==> src/rtl/intc_arbiter_pkg.sv <==
// intc_arbiter_pkg: shared word type, register map and claim code for the interrupt controller
package intc_arbiter_pkg;
  typedef logic [31:0] word_t;
  localparam logic [1:0] INTC_REG_PENDING = 2'd0;
  localparam logic [1:0] INTC_REG_ENABLE  = 2'd1;
  localparam logic [1:0] INTC_REG_CLAIM   = 2'd2;
  localparam logic [1:0] INTC_REG_EDGE    = 2'd3;
  localparam word_t INTC_NO_IRQ = '0;
endpackage

==> src/rtl/intc_arbiter_if.sv <==
// intc_arbiter_if: interrupt sources plus Avalon-MM slave bundle of the interrupt controller
interface intc_arbiter_if #(parameter int N_IRQ = 8);
  import intc_arbiter_pkg::*;
  logic [N_IRQ-1:0] irq_src;
  logic [1:0] avl_address;
  logic avl_read;
  logic avl_write;
  word_t avl_writedata;
  word_t avl_readdata;
  logic avl_irq;
  modport master (output irq_src, avl_address, avl_read, avl_write, avl_writedata, input avl_readdata, avl_irq);
  modport slave (input irq_src, avl_address, avl_read, avl_write, avl_writedata, output avl_readdata, avl_irq);
endinterface

==> src/rtl/intc_prio_enc.sv <==
// intc_prio_enc: lowest-set-index encoder; idx_o is N when the vector is empty
module intc_prio_enc #(
  parameter int N = 8,
  localparam int W = $clog2(N + 1)
) (
  input  logic [N-1:0] vec_i,
  output logic valid_o,
  output logic [W-1:0] idx_o
);
  always_comb begin
    valid_o = |vec_i;
    idx_o = W'(N);
    for (int i = N - 1; i >= 0; i--) idx_o = vec_i[i] ? W'(i) : idx_o;
  end
endmodule

==> src/rtl/intc_arbiter.sv <==
// intc_arbiter: vectored priority-nesting interrupt controller with claim/complete over Avalon-MM
module intc_arbiter
  import intc_arbiter_pkg::*;
#(
  parameter int N_IRQ = 8
) (
  input logic clk,
  input logic rst,
  intc_arbiter_if.slave bus
);
  localparam int W = $clog2(N_IRQ + 1);
  localparam logic [N_IRQ-1:0] ONE = 1;
  logic [N_IRQ-1:0] sync_q, s_q, s_prev_q, pending_q, pending_d, enable_q, enable_d;
  logic [N_IRQ-1:0] edge_q, edge_d, in_svc_q, in_svc_d;
  logic [N_IRQ-1:0] eligible, rise, claim_mask, w1c_mask, done_mask;
  logic [W-1:0] best, cur;
  logic best_v, cur_v, irq_q, irq_d, rd, wr, claim;
  word_t rdata_q, rdata_d;
  intc_prio_enc #(.N(N_IRQ)) u_best (.vec_i(eligible), .valid_o(best_v), .idx_o(best));
  intc_prio_enc #(.N(N_IRQ)) u_cur (.vec_i(in_svc_q), .valid_o(cur_v), .idx_o(cur));
  // a simultaneous read wins over the write
  always_comb begin
    rd = bus.avl_read;
    wr = bus.avl_write & ~bus.avl_read;
    rise = s_q & ~s_prev_q;
    eligible = pending_q & enable_q & ~in_svc_q;
    irq_d = best_v && (!cur_v || best < cur);
    claim = rd && bus.avl_address == INTC_REG_CLAIM && irq_d;
    claim_mask = claim ? ONE << best : '0;
    w1c_mask = (wr && bus.avl_address == INTC_REG_PENDING) ? bus.avl_writedata[N_IRQ-1:0] : '0;
    done_mask = (wr && bus.avl_address == INTC_REG_CLAIM && bus.avl_writedata != 32'd0 &&
                 bus.avl_writedata <= 32'(N_IRQ)) ? ONE << (bus.avl_writedata - 32'd1) : '0;
    pending_d = (edge_q & ((pending_q & ~(claim_mask | w1c_mask)) | rise)) | (~edge_q & s_q);
    in_svc_d = (in_svc_q | claim_mask) & ~done_mask;
    enable_d = (wr && bus.avl_address == INTC_REG_ENABLE) ? bus.avl_writedata[N_IRQ-1:0] : enable_q;
    edge_d = (wr && bus.avl_address == INTC_REG_EDGE) ? bus.avl_writedata[N_IRQ-1:0] : edge_q;
    rdata_d = !rd ? rdata_q :
              bus.avl_address == INTC_REG_PENDING ? word_t'(pending_q) :
              bus.avl_address == INTC_REG_ENABLE ? word_t'(enable_q) :
              bus.avl_address == INTC_REG_CLAIM ? (irq_d ? word_t'(best) + 32'd1 : INTC_NO_IRQ) :
              word_t'(edge_q);
  end
  always_ff @(posedge clk) begin
    if (rst) begin
      sync_q <= '0;
      s_q <= '0;
      s_prev_q <= '0;
      pending_q <= '0;
      enable_q <= '0;
      edge_q <= '0;
      in_svc_q <= '0;
      rdata_q <= '0;
      irq_q <= 1'b0;
    end else begin
      sync_q <= bus.irq_src;
      s_q <= sync_q;
      s_prev_q <= s_q;
      pending_q <= pending_d;
      enable_q <= enable_d;
      edge_q <= edge_d;
      in_svc_q <= in_svc_d;
      rdata_q <= rdata_d;
      irq_q <= irq_d;
    end
  end
  assign bus.avl_readdata = rdata_q;
  assign bus.avl_irq = irq_q;
endmodule

==> src/flat_wrapper.sv <==
// flat-port wrapper written by rule: the top's interface ports become plain ports
module intc_arbiter_flat import intc_arbiter_pkg::*;
#(
  parameter int N_IRQ = 8
)
  (clk, rst, bus_irq_src, bus_avl_address, bus_avl_read, bus_avl_write, bus_avl_writedata, bus_avl_readdata, bus_avl_irq);
  intc_arbiter_if #(.N_IRQ(N_IRQ)) bus_i ();
  input logic clk;
  input logic rst;
  input wire logic [$bits(bus_i.irq_src)-1:0] bus_irq_src;
  input wire logic [$bits(bus_i.avl_address)-1:0] bus_avl_address;
  input wire logic [$bits(bus_i.avl_read)-1:0] bus_avl_read;
  input wire logic [$bits(bus_i.avl_write)-1:0] bus_avl_write;
  input wire logic [$bits(bus_i.avl_writedata)-1:0] bus_avl_writedata;
  output wire logic [$bits(bus_i.avl_readdata)-1:0] bus_avl_readdata;
  output wire logic [$bits(bus_i.avl_irq)-1:0] bus_avl_irq;
  assign bus_i.irq_src = bus_irq_src;
  assign bus_i.avl_address = bus_avl_address;
  assign bus_i.avl_read = bus_avl_read;
  assign bus_i.avl_write = bus_avl_write;
  assign bus_i.avl_writedata = bus_avl_writedata;
  assign bus_avl_readdata = bus_i.avl_readdata;
  assign bus_avl_irq = bus_i.avl_irq;
  intc_arbiter #(.N_IRQ(N_IRQ)) u_core (.clk(clk), .rst(rst), .bus(bus_i));
endmodule
==> config.mk <==
export PLATFORM = sky130hd
export DESIGN_NAME = intc_arbiter_flat
export DESIGN_NICKNAME = d
export VERILOG_FILES = /design/src/rtl/intc_arbiter_pkg.sv /design/src/rtl/intc_arbiter_if.sv /design/src/rtl/intc_prio_enc.sv /design/src/rtl/intc_arbiter.sv /design/src/flat_wrapper.sv
export SDC_FILE = /design/constraint.sdc
export NUM_CORES = 1
export LEC_CHECK = 0
export CAP_MARGIN = 15
export CORE_UTILIZATION = 45
export DETAILED_ROUTE_END_ITERATION = 16
export PLACE_DENSITY = 0.78
export SETUP_SLACK_MARGIN = 0.1
export SKIP_LAST_GASP = 1
export SLEW_MARGIN = 20
export SYNTH_ARGS = -nofsm -noshare
export SYNTH_HDL_FRONTEND = slang
export SYNTH_SLANG_ARGS = --single-unit
==> constraint.sdc <==
create_clock -name clk -period 2.5 [get_ports clk]
set_clock_uncertainty 0.1 [all_clocks]
set_input_delay 0.75 -clock clk [delete_from_list [all_inputs] [get_ports clk]]
set_output_delay 0.75 -clock clk [all_outputs]
set_load 0.02 [all_outputs]
After elaboration in Yosys (flattened, before gate mapping)
Index checks and enable logic that the tools add are counted.

cells by class
  multiplexer cells = 23
  reductions and logical operators = 15
  $lt $le $gt $ge = 2
  add/subtract/negate cells = 2
  shift-type cells = 2
  eq/ne operators = 3
  bitwise operators = 18

operators with widths
  kind                   count
  $mux 32                4
  $mux 4                 16
  $and 8x8->8            7
  $not 8->8              5
  $le 32x4->1 const B    1
  $or 8x8->8             4
  $reduce_bool 32->1     1
  $shl 1x32->8 const A   1
  $sub 32x1->32 const B  1
  $mux 8                 3
  $reduce_or 8->1        2
  $logic_and 1x1->1      9
  $shl 1x4->8 const A    1
  $add 4x1->5 const B    1
  $eq 2x2->1 const B     2
  $lt 4x4->1             1
  $eq 2x1->1 const B     1
  $logic_not 2->1        1
  $and 1x1->1            1
  $logic_not 1->1        1
  $logic_or 1x1->1       1
  $not 1->1              1

word-level totals
  logic and storage cells = 74
  bits in registers = 89
  input port bits = 46
  output and inout bits = 33

Logic depth before layout (Yosys ltp)
Gate-level depths: netlist (run 1).

  depth in word-level cells = 21
  gate-level depth with buffers = 11
  gate-level depth less buffers = 10

Hierarchy
From an unflattened synthesis (run 1), not the netlist that was laid out.

second synthesis, totals
  cells, all modules = 415
  area total of the unflattened synthesis = 3480.8 um^2

modules (own cells, without submodules)
  module         area each (um^2)  cells an instance  seq. area each (um^2)  times used
  intc_arbiter   3273.1            387                1301.2                 1
  intc_prio_enc  103.8             14                 0.0                    2

Worst setup path before layout (run 1)
OpenSTA, ideal clock, no wires.

  path kind = register to register
  from = register u_core.in_svc_q[3]
  to = register u_core.in_svc_q[5]
  setup time = 0.086 ns
  arrival time = 2.480 ns
  path buffers = 1
  data required time = 2.314 ns
  stages on the path, launching flop included = 11
  slack = -0.167 ns
  cells stage by stage = dfxtp_1 nand3b_1 and4_1 nor4bb_1 ha_1 and3_1 and2_4 a2bb2oi_4 buf_6 nand3_2 a221oi_2

on the way
  longest elaborated chain between the ends = 13
  elaborated cells between the ends (all ways) = 21
  classes of those cells = 1 x order compare; 1 x shift; 9 x mux; 4 x bitwise; 6 x reduce/logical

RTL lines
  what                    RTL line             source
  start, declared         intc_arbiter.sv:14   logic [N_IRQ-1:0] edge_q, edge_d, in_svc_q, in_svc_d;
  start signal, assigned  intc_arbiter.sv:61   in_svc_q <= in_svc_d;
  $not 8->8               intc_arbiter.sv:26   eligible = pending_q & enable_q & ~in_svc_q;
  $and 8x8->8             intc_arbiter.sv:26
  $mux 4 (4 in a row)     intc_prio_enc.sv:13  for (int i = N - 1; i >= 0; i--) idx_o = vec_i[i] ? W'(i) : idx_o;
  $lt 4x4->1              intc_arbiter.sv:27   irq_d = best_v && (!cur_v || best < cur);
  $logic_or 1x1->1        intc_arbiter.sv:27
  $logic_and 1x1->1       intc_arbiter.sv:27
  $logic_and 1x1->1       intc_arbiter.sv:28   claim = rd && bus.avl_address == INTC_REG_CLAIM && irq_d;
  $mux 8 (*)              intc_arbiter.sv:29   claim_mask = claim ? ONE << best : '0;
  $or 8x8->8 (*)          intc_arbiter.sv:34   in_svc_d = (in_svc_q | claim_mask) & ~done_mask;
  $and 8x8->8 (*)         intc_arbiter.sv:34

Mark *: on every way between the ends. The rest lies on a longest branch, timed or not.
A chain may end at the register's enable or synchronous reset.

Worst setup path in the final report (run 1)
  from = register u_core.in_svc_q[4]
  to = register u_core.in_svc_q[6]

on the way
  longest elaborated chain between the ends = 14
  elaborated cells between the ends (all ways) = 23
  classes of those cells = 1 x order compare; 1 x shift; 11 x mux; 4 x bitwise; 6 x reduce/logical

RTL lines
  what                 RTL line
  $not 8->8            intc_arbiter.sv:26
  $and 8x8->8          intc_arbiter.sv:26
  $mux 4 (5 in a row)  intc_prio_enc.sv:13
  $lt 4x4->1           intc_arbiter.sv:27
  $logic_or 1x1->1     intc_arbiter.sv:27
  $logic_and 1x1->1    intc_arbiter.sv:27
  $logic_and 1x1->1    intc_arbiter.sv:28
  $mux 8 (*)           intc_arbiter.sv:29
  $or 8x8->8 (*)       intc_arbiter.sv:34
  $and 8x8->8 (*)      intc_arbiter.sv:34

Marked as above.

==> flow_summary.json, run 1 <==
{
  "syn2layout_area_growth_pct": 44.4,
  "syn_area_per_cell_um2": 8.71,
  "failed_checks": "setup timing",
  "synth_top_family_by_area": "simple AND/OR/NAND/NOR gates",
  "final_net_count": 554,
  "worstMarginPinSlew_ns": 0.509,
  "fin_area_um2": 4760,
  "grt_overflow": 0,
  "layout_setup_ws_ns": -0.151,
  "p_leak_nw": 1.87,
  "syn_area_um2": 3300,
  "place.gp.congestion": 0.966,
  "status": "finished, violations left",
  "start_util_pct": 47.5,
  "vias": 3260,
  "hpwl_mm": 7.24,
  "yosysSeqAreaShare_pct": 39.4,
  "grt_util_all_layers_pct": 26.5,
  "cts_max_path_buffers": 2,
  "antenna_found_initial": 0,
  "maxSlewViolCount": 0,
  "drtIter0Drc": 297,
  "period_share_pct": 106,
  "grt_pass1_vias": 3154,
  "r2r_cells": 9,
  "r2r_setup_slack_ns": -0.15,
  "antenna_cells": 0,
  "critical_path_class": "flop to flop",
  "rsz0062_at_grt": "true",
  "dr.pass1.iters": 5,
  "finalHoldViolCount": 0,
  "async_flop_share_pct": 0,
  "cp_data_arrival_time_ns": 2.81,
  "clkTransAtPathRegs_ns": 0.07,
  "end_kind": "flop",
  "placementRows": 30,
  "fmax_mhz": 377,
  "drive_gt1_share_pct": 27.4,
  "synth_seq_cells": 65,
  "ios": 79,
  "crit_fanout": 6,
  "cp.required_ns": 2.66,
  "seq_area_um2": 1310,
  "worstHoldStart": "u_core.sync_q[6]",
  "multi_input_area_um2": 1930,
  "grt_max_degree": 16,
  "layout_common_cells": "68 x buf_4, 57 x dfxtp_1, 55 x nand2_1",
  "layout_commonest_cell": "buf_4",
  "grt_pass1_wl_mm": 15.2,
  "synth-main-ff-cell": "dfxtp_1",
  "cts_max_level": 3,
  "synth_compound_gate_area_share_pct": 17.3,
  "yosys.area_share.adder_pct": 3.79,
  "irDropWorstVdd_uv": 462,
  "drt-total-wl_mm": 9.92,
  "total_power_w": 0.00245,
  "synth_xor_area_share_pct": 0.531,
  "muxShareOfSynthArea_pct": 2.58,
  "r2r_end": "u_core.in_svc_q[6]",
  "hold_path.class": "flop to flop",
  "synthSimpleGateAreaFrac_pct": 27.2,
  "dpl_cell_area_um2": 4360,
  "ys_types": 55,
  "core_area_um2": 6940,
  "final_util_pct": 68.6,
  "cts_inserted_buffers": 9,
  "drc": 0,
  "endpoint": "u_core.in_svc_q[6]",
  "fin_crit_ns": 2.65,
  "clkLatencyLatePin_ns": 0.35,
  "power_density_nw_per_um2": 514,
  "r2r-start": "u_core.in_svc_q[4]",
  "wl_per_cell_um": 16.6,
  "start_kind": "flop",
  "io_buffer_count": 54,
  "cts_tree": "built",
  "die_area_um2": 7680,
  "ant_nets": 0,
  "synth_edf_count": 0,
  "synth_warnings": 0,
  "root_buffer": "clkbuf_8",
  "slew_headroom_pct": 65.6,
  "maxCapViolCount": 0,
  "clock-sinks": 65,
  "cp-startpoint": "u_core.in_svc_q[4]",
  "fp.dieH_um": 87.6,
  "finalSetupViolCount": 21,
  "viasPerCell": 5.44,
  "synthCells": 379,
  "fillers": 517,
  "die_x_um": 87.6
}
## logic make-up after synthesis
| kind of cell | Yosys count |
|---|---|
| flops | 65 |
| simple gates | 162 |
| compound gates | 77 |
| fa+ha+maj | 10 |
| xor+xnor | 2 |
| mux | 8 |
| other cells | 1 |
| buf+inv | 54 |
## stage by stage
step	setup WS, ns	setup TNS, ns	std cells	hold WS (ns)
after global routing	-0.236	-3.64	599	0.359
after CTS	-0.116	-1.16	595	0.347
after floorplan	0.0304	0	402	0.314
after global placement	-0.105	-0.847	578	0.316
final	-0.151	-2.21	599	0.341
after detailed placement	-0.134	-1.58	578	0.329
## cells in the mapped netlist (2+ instances only)
master,n,area [um2]
dfxtp_1,65,1300
nand2_1,55,206
nor2b_1,27,169
buf_4,24,180
a21oi_1,23,115
inv_1,14,52.6
nor2_1,14,52.6
a211oi_1,12,90.1
nand3_1,11,55.1
ha_1,10,125
clkbuf_1,9,33.8
a22o_1,8,70.1
nor4_1,8,50.1
nand3b_1,7,52.6
buf_1,6,22.5
o211ai_1,6,45.0
o21ai_0,5,25.0
o22ai_1,5,31.3
a221oi_1,4,35.0
a221oi_2,4,60.1
and3b_1,4,35.0
mux2_2,4,45.0
mux2i_1,4,40.0
nand2b_1,4,25.0
nand3_2,4,40.0
nor3_1,4,20.0
and2_1,3,18.8
and3_1,3,18.8
nand4b_1,3,26.3
nand4_1,2,12.5
o21ai_1,2,10.0
or4_1,2,15.0
## metal layers
metal / vias up / GRT usage, % / part of all wire [%]
met2: 110 / 46.0 / 50
met1: 1597 / 32.8 / 43
met4: 0 / 7.15 / 1.7
met3: 23 / 6.41 / 6.0
li1: 1530 / - / -
met5: - / 0 / 0
## report_power, final
group / switching, W / internal (W) / leakage [nW]
registers: 0.0000154 / 0.00107 / 0.535
clock network: 0.000425 / 0.000623 / 0.120
logic: 0.000163 / 0.000154 / 1.21
total: 0.000604 / 0.00184 / 1.87
## cell type report
type / count / area share [%]
clock buffer: 11 / 3.18
clock inverter: 5 / 1.81
inverter: 14 / 1.10
multi-input combinational: 283 / 40.5
sequential: 65 / 27.5
tap: 96 / 2.52
timing repair buffer: 125 / 23.3
## state kept, by name (all words and copies together) (netlist names)
signal                   flops
u_core.in_svc_q              8
u_core.s_prev_q              8
u_core.enable_q              8
u_core.edge_q                8
u_core.sync_q                8
u_core.bus.avl_readdata      8
u_core.bus.avl_irq           1
u_core.s_q                   8
u_core.pending_q             8
## critical path: stages (launching register included)
cell	delay, ns
dfxtp_2	0.36
or4_4	0.52
or2_4	0.28
ha_4	0.23
and3_4	0.18
and2_4	0.14
a2bb2oi_4	0.20
clkbuf_16	0.19
nand3_2	0.09
a221oi_2	0.26
## repair_timing
| item | 4_1_cts | 5_1_grt |
|---|---|---|
| setup endpoints to repair | 21 | 21 |
| buffers inserted | 1 | 3 |
| resized for setup | 7 | 21 |
| hold buffers | 0 | 0 |
| pin swaps | 1 | 14 |
| gates cloned | 0 | 1 |
## worst min path at each step
stage	endpoint	slack, ns	cells after the start
finish	u_core.s_q[6]	0.34	1
detailed placement	u_core.s_q[6]	0.33	1
CTS	u_core.s_q[6]	0.35	1
global placement	u_core.s_q[3]	0.32	1
floorplan	u_core.s_q[0]	0.31	1
global route	u_core.s_q[7]	0.36	1
No activity file was read; power rests on OpenSTA's default activity.
==> inputs of run 2 (changes only) <==
Settings changed: CORE_UTILIZATION 45 to 46, CTS_BUF_LIST set to sky130_fd_sc_hd__clkbuf_4 sky130_fd_sc_hd__clkbuf_8, PLACE_DENSITY 0.78 to 0.8.
==> flow_summary.json, run 2 (same netlist as run 1, synthesis figures left out) <==
{
  "status": "finished, violations left",
  "failed_checks": "setup timing",
  "p_leak_nw": 1.91,
  "period_share_pct": 110,
  "worstHoldStart": "u_core.sync_q[7]",
  "irDropWorstVdd_uv": 447,
  "root_buffer": "clkbuf_8",
  "syn2layout_area_growth_pct": 47.0,
  "clkTransAtPathRegs_ns": 0.08,
  "vias": 3355,
  "cts_inserted_buffers": 9,
  "fillers": 497,
  "crit_fanout": 6,
  "cts_max_level": 3,
  "critical_path_class": "flop to flop",
  "cts_tree": "built",
  "antenna_found_initial": 0,
  "antenna_cells": 0,
  "fmax_mhz": 362,
  "clock-sinks": 65,
  "layout_commonest_cell": "buf_4",
  "drive_gt1_share_pct": 28.9,
  "whs_ns": 0.347,
  "wl_met3_um": 719,
  "finalHoldViolCount": 0,
  "fin_area_um2": 4850,
  "viasPerCell": 5.48,
  "hold_path.class": "flop to flop",
  "layout_common_cells": "79 x buf_4, 59 x dfxtp_1, 54 x nand2_1",
  "r2r-start": "u_core.in_svc_q[1]",
  "io_buffer_count": 54,
  "drc": 0,
  "fin_crit_ns": 2.76,
  "cp.required_ns": 2.66,
  "drt-total-wl_mm": 10.5,
  "dpl_cell_area_um2": 4350,
  "start_kind": "flop",
  "crit_family": "simple AND/OR/NAND/NOR gates",
  "crit_chain": "nand3b_1, and4_4, nor4bb_4, buf_4, ha_4, and3_4, nand3_2, a2bb2oi_4, buf_4, nand3_2, a221oi_2",
  "placementRows": 30,
  "highest_layer": "met4",
  "dr.pass1.iters": 5,
  "maxCapViolCount": 0,
  "ios": 79,
  "finalNonFillerCells": 612,
  "placed_cells": 580,
  "die_area_um2": 7520,
  "drtIter0Drc": 308,
  "hpwl_mm": 7.33,
  "wl_per_cell_um": 17.1,
  "cp_data_arrival_time_ns": 2.92,
  "worstMarginPinSlew_ns": 0.591,
  "die_x_um": 86.7,
  "slew_headroom_pct": 60.4,
  "power_density_nw_per_um2": 488,
  "ant_nets": 0,
  "slowest_stage": "dfxtp_2",
  "start_util_pct": 48.0,
  "grt_util_all_layers_pct": 28.5,
  "finalSetupViolCount": 21,
  "grt_pass1_wl_mm": 15.9,
  "wl_met2_mm": 5.04,
  "rsz0062_at_grt": "true",
  "end_kind": "flop",
  "grt_pass1_vias": 3210,
  "cp-startpoint": "u_core.in_svc_q[1]",
  "grt_overflow": 0,
  "place.gp.congestion": 0.944,
  "cts_max_path_buffers": 2,
  "core_area_um2": 6870,
  "fp.dieH_um": 86.7,
  "dpl_worst_slack_ns": -0.242,
  "drt-met1-wl_mm": 4.27,
  "grt_max_degree": 22,
  "path_buf_inv": 2,
  "cpPeakStageDelay_ns": 0.38,
  "seq_area_um2": 1310,
  "clkLatencyLatePin_ns": 0.36,
  "layout_setup_ws_ns": -0.259,
  "maxSlewViolCount": 0,
  "multi_input_area_um2": 1990,
  "final_net_count": 567
}
-- run 2: cell types whose count changed in the layout (fill, tap and decap cells not counted), moves of 2 or more --
cell,change
buf_12,-2
buf_4,+11
buf_6,+4
clkbuf_8,-2
dfxtp_1,+2
dfxtp_2,-2
ha_1,+2
ha_4,-2
inv_8,+2
nand3_1,-2
nand3_4,+3
-- run 2: cell type report --
class	count	area share, %
Inverter	14	1.08
Clock buffer	9	2.55
Tap cell	96	2.48
Multi-Input combinational cell	284	40.9
Clock inverter	7	1.78
Sequential cell	65	27.0
Timing Repair Buffer	137	24.2
-- run 2: path summary, 6_finish.rpt --
kind,end,slack (ns),cells past startpoint
max,u_core.in_svc_q[0],-0.26,11
min,u_core.s_q[7],0.35,1
max reg2reg,u_core.in_svc_q[0],-0.26,11
min reg2reg,u_core.s_q[7],0.35,1
-- run 2: timing repair --
item	4_1_cts	5_1_grt
endpoints found under the setup margin	21	21
gates resized for setup	24	11
hold buffers	0	0
pin swaps	11	15
gates cloned	1	0
buffers inserted	9	6
-- run 2: worst register-to-register path: stages, from the launching register on --
cell and delay [ns]:
dfxtp_2 0.38, nand3b_1 0.16, and4_4 0.26, nor4bb_4 0.27, buf_4 0.19, ha_4 0.20, and3_4 0.15, nand3_2 0.13
a2bb2oi_4 0.28, buf_4 0.17, nand3_2 0.09, a221oi_2 0.28
-- run 2: per-layer routing --
metal | vias up | track usage, %
li1 | 1561 | -
met1 | 1601 | 34.8
met2 | 152 | 46.9
met3 | 41 | 7.14
met4 | 0 | 14.2
met5 | - | 0
-- run 2: power breakdown --
part           total (W)  internal [W]  switching (W)  leakage, nW
Clock           0.000970      0.000483       0.000487        0.104
Combinational   0.000316      0.000154       0.000162         1.27
Sequential       0.00108       0.00107      0.0000170        0.534
Total            0.00237       0.00170       0.000667         1.91
-- run 2: per-stage QoR --
step                utilization (%)  setup TNS (ns)  power [W]
floorplan                         -               0    0.00127
global placement               63.3           -1.98    0.00140
detailed placement             63.3           -3.05    0.00141
CTS                            69.1           -1.36    0.00236
global route                   70.6           -6.01    0.00244
finish                         70.6           -3.70    0.00237
==> inputs of run 3 (changes only) <==
Settings changed: RECOVER_POWER set to 50.
==> flow_summary.json, run 3 (same netlist as run 1, synthesis figures left out) <==
{
  "hold_path.class": "flop to flop",
  "root_buffer": "clkbuf_8",
  "layout_commonest_cell": "buf_4",
  "critical_path_class": "flop to flop",
  "placementRows": 30,
  "cp_data_arrival_time_ns": 2.92,
  "failed_checks": "setup timing",
  "power_density_nw_per_um2": 489,
  "pwr-share-seq_pct": 45.8,
  "vias": 3352,
  "start_kind": "flop",
  "clkTransAtPathRegs_ns": 0.08,
  "combPwrFrac_pct": 13.3,
  "drtIter0Drc": 308,
  "ant_nets": 0,
  "hpwl_mm": 7.33,
  "r2r-start": "u_core.in_svc_q[1]",
  "fillers": 501,
  "cts_max_path_buffers": 2,
  "period_share_pct": 110,
  "die_area_um2": 7520,
  "clkPwrFrac_pct": 40.9,
  "crit_chain": "nand3b_1, and4_4, nor4bb_4, buf_4, ha_4, and3_4, nand3_2, a2bb2oi_4, buf_4, nand3_2, a221oi_2",
  "grt_max_degree": 22,
  "worstHoldStart": "u_core.sync_q[7]",
  "crit_fanout": 6,
  "maxSlewViolCount": 0,
  "ctsHoldBuffers": 0,
  "drt-total-wl_mm": 10.5,
  "grt_pass1_vias": 3210,
  "place.gp.congestion": 0.944,
  "antenna_found_initial": 0,
  "dr.pass1.iters": 5,
  "fp.dieH_um": 86.7,
  "fin_crit_ns": 2.75,
  "whs_ns": 0.346,
  "swShare_pct": 28.1,
  "ios": 79,
  "tns_ns": -3.57,
  "maxCapViolCount": 0,
  "cp-startpoint": "u_core.in_svc_q[1]",
  "status": "finished, violations left",
  "die_x_um": 86.7,
  "intPower_w": 0.00170,
  "cts_tree": "built",
  "viasPerCell": 5.48,
  "p_leak_nw": 1.90,
  "finalHoldViolCount": 0,
  "cts_inserted_buffers": 9,
  "rsz0062_at_grt": "true",
  "clkLatencyLatePin_ns": 0.36,
  "end_kind": "flop",
  "power_switching_w": 0.000664,
  "irDropWorstVdd_uv": 448,
  "fmax_mhz": 363,
  "layout_common_cells": "76 x buf_4, 59 x dfxtp_1, 54 x nand2_1",
  "final_util_pct": 70.4,
  "cp.required_ns": 2.66,
  "clock-sinks": 65,
  "grt_util_all_layers_pct": 28.5,
  "wl_per_cell_um": 17.1,
  "finalSetupViolCount": 21,
  "layout_setup_ws_ns": -0.252,
  "start_util_pct": 48.0,
  "final_net_count": 567,
  "drive_gt1_share_pct": 28.1,
  "core_area_um2": 6870,
  "grt_pass1_wl_mm": 15.9,
  "slew_headroom_pct": 40.8,
  "antenna_cells": 0,
  "slowest_stage": "dfxtp_2",
  "worstMarginPinSlew_ns": 0.889,
  "syn2layout_area_growth_pct": 46.6,
  "multi_input_area_um2": 1990,
  "io_buffer_count": 54,
  "grt_overflow": 0,
  "seq_area_um2": 1310,
  "dpl_worst_slack_ns": -0.242,
  "drc": 0,
  "cpPeakStageDelay_ns": 0.38,
  "cts_max_level": 3,
  "total_power_w": 0.00236
}
## run 3: cell count changes in the layout (fill, tap and decap cells not counted), sizes merged
cell	change
buf	-4
clkbuf	+4
## run 3: final timing paths
check,end,slack [ns],cells after the start
setup / recovery,u_core.in_svc_q[0],-0.25,11
hold / removal,u_core.s_q[7],0.35,1
setup reg to reg,u_core.in_svc_q[0],-0.25,11
hold reg to reg,u_core.s_q[7],0.35,1
## run 3: stage by stage
step                      cell area [um2]  cells
after detailed placement             4350    580
after global placement               4350    580
after CTS                            4750    606
final                                4840    612
after global routing                 4840    612
after floorplan                      3430    402
## run 3: routing by layer
layer | track usage [%] | vias to the layer above | routed length, um
met1 | 34.8 | 1616 | 4250
met5 | 0 | - | 0
met2 | 46.9 | 145 | 5090
li1 | - | 1560 | -
met4 | 14.2 | 0 | 416
met3 | 7.14 | 31 | 721
## run 3: final cells by class
cell class | count | area share, %
tap | 96 | 2.48
sequential | 65 | 27.0
timing repair buffer | 137 | 24.0
multi-input combinational | 284 | 41.0
inverter | 14 | 1.09
clock inverter | 7 | 1.78
clock buffer | 9 | 2.56
## run 3: power by group through the flow
stage	Sequential (W)	Clock (W)	Combinational (W)
final	0.00108	0.000967	0.000313
after detailed placement	0.00111	0	0.000300
after global routing	0.00109	0.00101	0.000337
after floorplan	0.00111	0	0.000161
after CTS	0.00108	0.000968	0.000307
after global placement	0.00111	0	0.000294
## run 3: timing repair
| action | CTS | global route |
|---|---|---|
| resized for setup | 24 | 11 |
| setup buffers | 9 | 6 |
| endpoints found under the setup margin | 21 | 21 |
| cloned | 1 | 0 |
| pin swaps | 11 | 15 |
## run 3: critical path, delay by kind of cell, from the launching register on
kind / cells / cell delay (ns)
buf+inv: 2 / 0.36
fa+ha+maj: 1 / 0.20
flops: 1 / 0.38
simple gates: 6 / 1.05
compound gates: 2 / 0.56
